## config.mk

```make
export PLATFORM = sky130hd
export DESIGN_NAME = vga_timing_gen
export DESIGN_NICKNAME = d
export VERILOG_FILES = /design/src/rtl/vga_timing_gen.sv
export SDC_FILE = /design/constraint.sdc
export NUM_CORES = 1
export LEC_CHECK = 0
export CAP_MARGIN = 15
export CORE_MARGIN = 3
export CORE_UTILIZATION = 26
export DETAILED_ROUTE_END_ITERATION = 10
export PLACE_DENSITY = 0.5
export SYNTH_ARGS = -nofsm -noshare
export SYNTH_HDL_FRONTEND = slang
export SYNTH_SLANG_ARGS = --single-unit
```

## constraint.sdc

```tcl
create_clock -name clk -period 3.18 [get_ports clk]
set_input_delay 0.318 -clock clk [delete_from_list [all_inputs] [get_ports clk]]
set_output_delay 0.318 -clock clk [all_outputs]
set_load 0.01 [all_outputs]
```

## src/rtl/vga_timing_gen.sv

```systemverilog
// Parametrised VGA raster timing generator: pixel clock-enable, H/V counters,
// programmable-polarity sync, pipelined sync/blank and frame events.
module vga_timing_gen #(
    parameter int H_ACTIVE = 640,
    parameter int H_FP     = 16,
    parameter int H_SYNC   = 96,
    parameter int H_BP     = 48,
    parameter int V_ACTIVE = 480,
    parameter int V_FP     = 10,
    parameter int V_SYNC   = 2,
    parameter int V_BP     = 33,
    parameter int CLK_DIV  = 2,
    parameter int HS_POL   = 0,
    parameter int VS_POL   = 0,
    parameter int PIPE     = 1,
    parameter int FRAME_W  = 8,
    localparam int H_TOTAL = H_ACTIVE + H_FP + H_SYNC + H_BP,
    localparam int V_TOTAL = V_ACTIVE + V_FP + V_SYNC + V_BP,
    localparam int XW      = $clog2(H_TOTAL),
    localparam int YW      = $clog2(V_TOTAL)
) (
    input  logic               clk,
    input  logic               rst,
    input  logic               en,
    output logic               pix_ce,
    output logic               vga_clk,
    output logic [XW-1:0]      pixelx,
    output logic [YW-1:0]      pixely,
    output logic               active,
    output logic               hsync,
    output logic               vsync,
    output logic               blank,
    output logic               sync,
    output logic               sof,
    output logic [FRAME_W-1:0] frame_cnt
);

    localparam int DW = (CLK_DIV > 1) ? $clog2(CLK_DIV) : 1;

    localparam logic [DW-1:0] DIV_LAST = DW'(CLK_DIV - 1);
    localparam logic [DW-1:0] DIV_HALF = DW'((CLK_DIV + 1) / 2);

    localparam logic [XW-1:0] X_LAST   = XW'(H_TOTAL - 1);
    localparam logic [XW-1:0] X_ACT    = XW'(H_ACTIVE);
    localparam logic [XW-1:0] HS_START = XW'(H_ACTIVE + H_FP);
    localparam logic [XW-1:0] HS_END   = XW'(H_ACTIVE + H_FP + H_SYNC - 1);

    localparam logic [YW-1:0] Y_LAST   = YW'(V_TOTAL - 1);
    localparam logic [YW-1:0] Y_ACT    = YW'(V_ACTIVE);
    localparam logic [YW-1:0] VS_START = YW'(V_ACTIVE + V_FP);
    localparam logic [YW-1:0] VS_END   = YW'(V_ACTIVE + V_FP + V_SYNC - 1);

    localparam logic HS_ON = (HS_POL != 0);
    localparam logic VS_ON = (VS_POL != 0);

    logic [DW-1:0]      r_div;
    logic [DW-1:0]      w_div_nxt;
    logic               r_ce;
    logic               r_vga_clk;
    logic [XW-1:0]      r_x;
    logic [YW-1:0]      r_y;
    logic [FRAME_W-1:0] r_frame;

    logic w_ce;
    logic w_x_last;
    logic w_y_last;
    logic w_active;
    logic w_hs;
    logic w_vs;

    // r_ce is held while en is low, so masking with en keeps pix_ce quiet
    // during a freeze and lets the pending pixel fire on resume.
    always_comb begin
        w_div_nxt = (r_div == DIV_LAST) ? '0 : r_div + DW'(1);
        w_ce      = en & r_ce;
        w_x_last  = (r_x == X_LAST);
        w_y_last  = (r_y == Y_LAST);
        w_active  = (r_x < X_ACT) && (r_y < Y_ACT);
        w_hs      = ((r_x >= HS_START) && (r_x <= HS_END)) ? HS_ON : ~HS_ON;
        w_vs      = ((r_y >= VS_START) && (r_y <= VS_END)) ? VS_ON : ~VS_ON;
    end

    always_ff @(posedge clk) begin
        if (rst) begin
            r_div     <= '0;
            r_ce      <= 1'b0;
            r_vga_clk <= 1'b0;
        end else if (en) begin
            r_div     <= w_div_nxt;
            r_ce      <= (r_div == DIV_LAST);
            r_vga_clk <= (w_div_nxt < DIV_HALF);
        end
    end

    always_ff @(posedge clk) begin
        if (rst) begin
            r_x     <= '0;
            r_y     <= '0;
            r_frame <= '0;
        end else if (w_ce) begin
            r_x <= w_x_last ? '0 : r_x + XW'(1);
            if (w_x_last) begin
                r_y <= w_y_last ? '0 : r_y + YW'(1);
                if (w_y_last) begin
                    r_frame <= r_frame + FRAME_W'(1);
                end
            end
        end
    end

    generate
        if (PIPE == 0) begin : g_nopipe
            assign hsync = w_hs;
            assign vsync = w_vs;
            assign blank = w_active;
        end else begin : g_pipe
            logic [PIPE-1:0] r_hs_d;
            logic [PIPE-1:0] r_vs_d;
            logic [PIPE-1:0] r_bl_d;

            // Shift in at bit 0; the size cast drops the oldest stage.
            always_ff @(posedge clk) begin
                if (rst) begin
                    r_hs_d <= {PIPE{~HS_ON}};
                    r_vs_d <= {PIPE{~VS_ON}};
                    r_bl_d <= '0;
                end else if (w_ce) begin
                    r_hs_d <= PIPE'({r_hs_d, w_hs});
                    r_vs_d <= PIPE'({r_vs_d, w_vs});
                    r_bl_d <= PIPE'({r_bl_d, w_active});
                end
            end

            assign hsync = r_hs_d[PIPE-1];
            assign vsync = r_vs_d[PIPE-1];
            assign blank = r_bl_d[PIPE-1];
        end
    endgenerate

    assign pix_ce    = w_ce;
    assign vga_clk   = r_vga_clk;
    assign pixelx    = r_x;
    assign pixely    = r_y;
    assign active    = w_active;
    assign sync      = 1'b0;
    assign sof       = w_ce & w_x_last & w_y_last;
    assign frame_cnt = r_frame;

endmodule

```

# Word-level counts from Yosys, hierarchy flattened
# Index checks and enable logic that the tools add are counted.
[op_classes] addsub=4 n_lt_le_gt_ge=7 n_eq_ne=2 n_mux=5 n_bitwise=3 n_reduce_logical=5
[op_table] cell="adder 10 x 1 -> 10 bit, second input constant" count=2
[op_table] cell="== test 10 bit, second input constant" count=2
[op_table] cell="2-to-1 mux 10 bit" count=2
[op_table] cell=">= comparator 10 bit, second input constant" count=1
[op_table] cell=">= comparator 10 x 9 -> 1 bit, second input constant" count=1
[op_table] cell="less-or-equal comparator 10 bit, second input constant" count=1
[op_table] cell="less-or-equal comparator 10 x 9 -> 1 bit, second input constant" count=1
[op_table] cell="< comparator 10 bit, second input constant" count=1
[op_table] cell="< comparator 10 x 9 -> 1 bit, second input constant" count=1
[op_table] cell="adder 8 x 1 -> 8 bit, second input constant" count=1
[op_table] cell="bitwise AND 1 bit" count=3
[op_table] cell="logical AND 1 bit" count=3
[op_table] cell="2-to-1 mux 1 bit" count=3
[op_table] cell="AND reduction 3 bit" count=1
[op_table] cell="AND reduction 2 bit" count=1
[op_table] cell="adder 1 bit, second input constant" count=1
[op_table] cell="< comparator 1 bit, second input constant" count=1
[word_totals] register_bits=34 in_bits=3 output_inout_bits=36 elab_cells=35

# Logic depth before layout (Yosys ltp)
# Gate-level depths: netlist of the first run.
[depth] ltp_word=3 depth_mapped=9 depth_no_buf=8

# Worst setup path after synthesis of the first run
# No wires, ideal clock.
[synth_path] kind="reg2reg" from="register r_y[1] (netlist: pixely[1])" to="register r_frame[5] (netlist: frame_cnt[5])" arrival_ns=2.106 t_required_ns=3.110 setup_slack_ns=1.004 path_stages_with_launch=9 synth_period_minus_slack_ns=2.176 path_cell_list="dfxtp_1 > inv_1 > ha_1 > nor4bb_1 > nand4_1 > or3_1 > buf_2 > or4_1 > a21oi_1"
[synth_between] elab_chain_cells=2
[synth_lines] element="start, declared" line_no="61" text="logic [YW-1:0] r_y;"
[synth_lines] element="start signal, assigned" line_no="103" text="r_y <= w_y_last ? '0 : r_y + YW'(1);"
[synth_lines] element="== test 10 bit" line_no="77" text="w_y_last = (r_y == Y_LAST);"
[synth_lines] element="AND reduction 3 bit (no source line)"
[synth_lines] element="end signal, assigned" line_no="105" text="r_frame <= r_frame + FRAME_W'(1);"
[synth_lines] element="end, declared" line_no="62" text="logic [FRAME_W-1:0] r_frame;"
# Every way passes these cells.
# A chain may end at the register's enable or synchronous reset.

# Worst setup path in the final report of the first run
[layout_path] from="register r_y[1] (netlist: pixely[1])" to="output sof"
[layout_between] elab_chain_cells=2
[layout_lines] element="== test 10 bit" line_no="77"
[layout_lines] element="bitwise AND 1 bit" line_no="146" text="assign sof = w_ce & w_x_last & w_y_last;"
[layout_lines] element="end, declared" line_no="34" text="output logic sof,"
# Every way passes these cells.

==> results.toml, run 1 <==
[worst_setup_path]
arrival_ns = 2.57
reg2reg_to = "frame_cnt[5]$_SDFFE_PP0P_"
r2r-start = "pixely[1]$_SDFFE_PP0P_"
setup.worst_path.end_class = "output port"
reg2reg_slack_ns = 0.89
endpoint = "sof"
crit_type = "flop to output port"
cp_max_fo = 8
cp.required_ns = 2.86
startpoint = "pixely[1]$_SDFFE_PP0P_"
rr_worst_depth = 7
setup.worst_path.start_class = "flop"

[clock_tree]
clk_latency_ns = 0.28
cts-root-buf = "clkbuf_8"
htree_levels = 2
cts_buffers = 5
postCtsSetupRepairBufs = 0
clkSinkCount = 33
clkTransAtPathRegs_ns = 0.07
cts_tree = "built"
clock_path_buffers = 2

[yosys]
synth_flop_cell = "dfxtp_1"
synth.area.top_cells = "dfxtp_1 (42%), xnor2_1 (10%), nor2_1 (5.3%)"
synth_seq_cells = 33
syn_area_mm2 = 0.00157
ys_top_cells_by_count = "dfxtp_1 (33), nor2_1 (22), xnor2_1 (18)"
ys_async_sr_fraction_pct = 0
synth.distinct_cells = 34
ys_seq_area_share_pct = 42.1
syn_inst = 183
yosysMostFrequentCell = "dfxtp_1"
synth_edf_count = 0
synth_nets = 191
ys_warn_count = 0
syn_avg_cell_area_um2 = 8.58
synth_top_area_share_pct = 42.1
synth_top_area_cell = "dfxtp_1"

[layout]
layout-drive-gt1-share_pct = 5.83
fin_area_mm2 = 0.00212
nets = 231
syn_to_final_growth_pct = 34.8
final_cells = 295
antenna_cells = 0

[floorplan]
initial_utilization_pct = 27.7
die-height_um = 83.7
num_io_pins = 39
die_w_um = 83.7
design.core.area_mm2 = 0.00568
die_area_mm2 = 0.00701
row_count = 27

[global_routing]
grt-ovfl-total = 0
grt_max_degree = 16
antenna_found_initial = 0
grt_pass1_wl_um = 6450
grt_use_total_pct = 11.3
grt_pass1_vias = 1311

[sta]
slew-limit-headroom_pct = 62.5
timing.fmax_mhz = 346
worst-slew-pin-transition_ns = 0.561
drv_slew = 0
setup_viol = 0
finalHoldViolations = 0
fin_tns_setup_ns = 0
rsz0062_at_grt = "no"
fin_worst_skew_ns = 0.00588
finalCritPeriodShare_pct = 91.0
post-route-min-period_ns = 2.89

[route]
vias = 1358
wl_per_cell_um = 12.6
dr.pass1.iters = 4
wl_um = 3720
postRouteAntennaNets = 0
drtIter0Drc = 74
drc_errors = 0
via_per_inst = 4.60

[hold_path]
hold_path.class = "flop to flop"

[run]
drv_cap = 0

[placement]
dpl.cell_count = 288
postPlaceCellArea_mm2 = 0.00203
dpl.hpwl_um = 2650
portBuffers = 37
place_congestion = 0.777

[pwr]
ir_drop_uv = 133
p_leak_nw = 0.695
pwr_density_cell_mw_per_mm2 = 361

[status]
status = "finished clean"
through the flow:
step,utilization [%],power [mW],hold WS [ns],worst slack (ns)
after floorplan,-,0.445,0.455,1.00
after detailed placement,35.7,0.456,0.451,0.404
final,37.3,0.765,0.454,0.288
after global placement,35.7,0.456,0.443,0.413
after global routing,37.3,0.794,0.491,0.0592
after CTS,37.2,0.778,0.460,0.209
cell usage in the layout, fill, tap and decap left out, types with 3 or more instances in the layout:
cell type	n
a21oi_1	5
nand3_1	12
dfxtp_1	33
nand2_1	9
nand4_1	5
xnor2_1	18
xor2_1	5
clkdlybuf4s50_1	37
nor2_1	22
buf_4	4
ha_1	5
clkbuf_8	6
nor3_1	14
nor4_1	9
mux2i_1	3
inv_1	11
and3_1	3
flip-flops by register name, summed over array words and instances (netlist names):
register	cells
pixelx	10
pixely	10
frame_cnt	8
blank	1
hsync	1
r_ce	1
r_div	1
vsync	1
logic make-up after synthesis:
kind of cell             Yosys count  share of synthesized area [%]
buffers and inverters             20                           5.10
flip-flops                        33                           42.1
multiplexers                       3                           1.91
adder cells (fa/ha/maj)            5                           3.98
other                              1                          0.239
AO/OA/AOI/OAI                     13                           5.10
XOR/XNOR                          23                           12.8
AND/OR/NAND/NOR                   85                           28.8
timing repair:
action | CTS | global route
resized for setup | 0 | 1
endpoints found under the setup margin | 0 | 1
hold buffers | 0 | 0
power breakdown:
part / internal, mW / switching (mW) / total, mW
registers: 0.417 / 0.00280 / 0.420
clock network: 0.172 / 0.147 / 0.318
logic: 0.0120 / 0.0147 / 0.0267
total: 0.600 / 0.164 / 0.765
metal layers:
layer | GRT usage [%] | vias to the layer above | share of wire, %
met5 | 0 | - | 0
met4 | 4.82 | 0 | 1.6
met3 | 2.76 | 4 | 3.7
met2 | 17.6 | 28 | 44
met1 | 15.0 | 618 | 51
li1 | - | 708 | -
how the worst min path moves through the flow:
| stage | start | endpoint | cells after the start | slack [ns] |
|---|---|---|---|---|
| 3_5_place_dp | blank$_SDFFE_PP0P_ | blank$_SDFFE_PP0P_ | 2 | 0.45 |
| 5_1_grt | vsync$_SDFFE_PP1P_ | vsync$_SDFFE_PP1P_ | 1 | 0.49 |
| 3_3_place_gp | blank$_SDFFE_PP0P_ | blank$_SDFFE_PP0P_ | 2 | 0.44 |
| 6_report | blank$_SDFFE_PP0P_ | blank$_SDFFE_PP0P_ | 2 | 0.45 |
| 2_1_floorplan | en | r_div$_SDFFE_PP0P_ | 2 | 0.45 |
| 4_1_cts | blank$_SDFFE_PP0P_ | blank$_SDFFE_PP0P_ | 2 | 0.46 |
worst max-delay path, cell delays in order (launching register included):
cell and delay (ns):
dfxtp_1 0.37, inv_1 0.10, ha_1 0.13, nor4bb_1 0.28
nand4_1 0.25, or3_4 0.44, inv_1 0.16, clkdlybuf4s50_1 0.56
cell type report:
cell class,instances,area (um^2)
Clock buffer,7,86.3
Fill cell,617,3560
Inverter,12,45.0
Multi-Input combinational cell,130,835
Sequential cell,33,661
Tap cell,72,90.1
Timing Repair Buffer,41,400
Note: power is estimated with default switching activity, not from simulation.
==> run 2, diff against run 1 <==
- CORE_UTILIZATION: 26 -> 45
- PLACE_DENSITY: 0.5 -> 0.76
==> results.toml, run 2 (same netlist as run 1, synthesis figures left out) <==
[status]
status = "finished clean"

[clock_tree]
clk_latency_ns = 0.33
htree_levels = 2
cts-root-buf = "clkbuf_4"
cts_resized = 0
cts_buffers = 5
cts_tree = "built"
clock_path_buffers = 2
clkTransAtPathRegs_ns = 0.10
clkSinkCount = 33
ctsHoldBuffers = 0
postCtsSetupRepairBufs = 0

[layout]
antenna_cells = 0
nets = 231
syn_to_final_growth_pct = 29.8
layout-drive-gt1-share_pct = 5.86
mostFrequentLayoutCell = "clkdlybuf4s50_1"
fin_area_mm2 = 0.00204
final_cells = 266
final_cell_mix = "clkdlybuf4s50_1 (37), dfxtp_1 (33), nor2_1 (22), xnor2_1 (18), nor3_1 (14)"

[worst_setup_path]
crit_type = "flop to output port"
setup.worst_path.start_class = "flop"
crit_chain = "inv_1, ha_1, nor4bb_1, nand4_1, or3_4, inv_1, clkdlybuf4s50_1"
cpPeakStageDelay_ns = 0.57
cp_max_fo = 8
crit_path_top_delay_cell = "clkdlybuf4s50_1"
crit_buf_inv = 3
arrival_ns = 2.63
setup.worst_path.end_class = "output port"
cp.required_ns = 2.86
cpLargestDelayFamily = "simple AND/OR/NAND/NOR gates"
crit_top_cell = "inv_1"

[route]
vias = 1392
dr_wl_met2_um = 1680
via_per_inst = 5.23
maxUsedRoutingLayer = "met4"
wl_met3_um = 170
drtIter0Drc = 80
postRouteAntennaNets = 0
drc_errors = 0
wl_met1_um = 1570
wl_per_cell_um = 13.0
dr.pass1.iters = 4
wl_um = 3470

[floorplan]
num_io_pins = 39
die_area_mm2 = 0.00423
row_count = 20
initial_utilization_pct = 49.4
die_w_um = 65.1
die-height_um = 65.1
design.core.area_mm2 = 0.00318

[placement]
postPlaceCellArea_mm2 = 0.00199
place_congestion = 0.804
dpl.cell_count = 260
dpl.hpwl_um = 2530
portBuffers = 37

[pwr]
p_leak_nw = 0.678
pwr_density_cell_mw_per_mm2 = 320
total_power_mw = 0.652
ir_drop_uv = 227

[sta]
finalHoldViolations = 0
hold_slack_ns = 0.470
setup_viol = 0
fin_worst_skew_ns = 0.0153
finalCritPeriodShare_pct = 92.7
rsz0062_at_grt = "no"
drv_slew = 0
fin_tns_setup_ns = 0
timing.fmax_mhz = 339
post-route-min-period_ns = 2.95

[hold_path]
hold_path.class = "flop to flop"

[global_routing]
grt_use_total_pct = 18.3
antenna_found_initial = 0
grt_max_degree = 26
grt_pass1_wl_um = 6080
grt_pass1_vias = 1363
grt-ovfl-total = 0

[run]
drv_cap = 0
-- run 2: layout make-up --
class,count,area [um^2]
repair buffers,41,400
fillers,298,1140
clock inverters,1,5.00
well taps,44,55.1
flip-flops and latches,33,661
inverters,12,45.0
multi-input cells,130,835
clock buffers,5,37.5
-- run 2: worst reg2reg max path, cell delays in order (launching register included) --
cell and delay, ns:
dfxtp_1 0.39, inv_1 0.11, ha_1 0.14, nor4bb_1 0.28
nand4_1 0.24, or3_4 0.43, or4_1 0.51, a21oi_1 0.17
-- run 2: power by group --
group	switching (mW)	total (mW)	internal, mW
registers	0.00330	0.420	0.417
clock network	0.129	0.206	0.0765
logic	0.0144	0.0264	0.0120
-- run 2: layer usage --
| layer | vias up | track usage (%) |
|---|---|---|
| met3 | 6 | 4.85 |
| met1 | 649 | 22.9 |
| met5 | - | 0 |
| met4 | 0 | 6.99 |
| li1 | 704 | - |
| met2 | 33 | 30.1 |
-- run 2: path summary, 6_finish.rpt --
path | end | from | cells past startpoint | slack (ns)
hold / removal | blank$_SDFFE_PP0P_ | blank$_SDFFE_PP0P_ | 2 | 0.47
setup / recovery | sof | pixely[1]$_SDFFE_PP0P_ | 7 | 0.23
hold reg to reg | blank$_SDFFE_PP0P_ | blank$_SDFFE_PP0P_ | 2 | 0.47
setup reg to reg | frame_cnt[5]$_SDFFE_PP0P_ | pixely[1]$_SDFFE_PP0P_ | 7 | 0.86
-- run 2: metrics by stage --
stage          setup slack [ns]  utilization (%)
3_3_place_gp              0.453             62.6
5_1_grt                  0.0508             64.1
2_1_floorplan              1.00                -
4_1_cts                   0.139             64.0
6_report                  0.233             64.1
3_5_place_dp              0.390             62.6
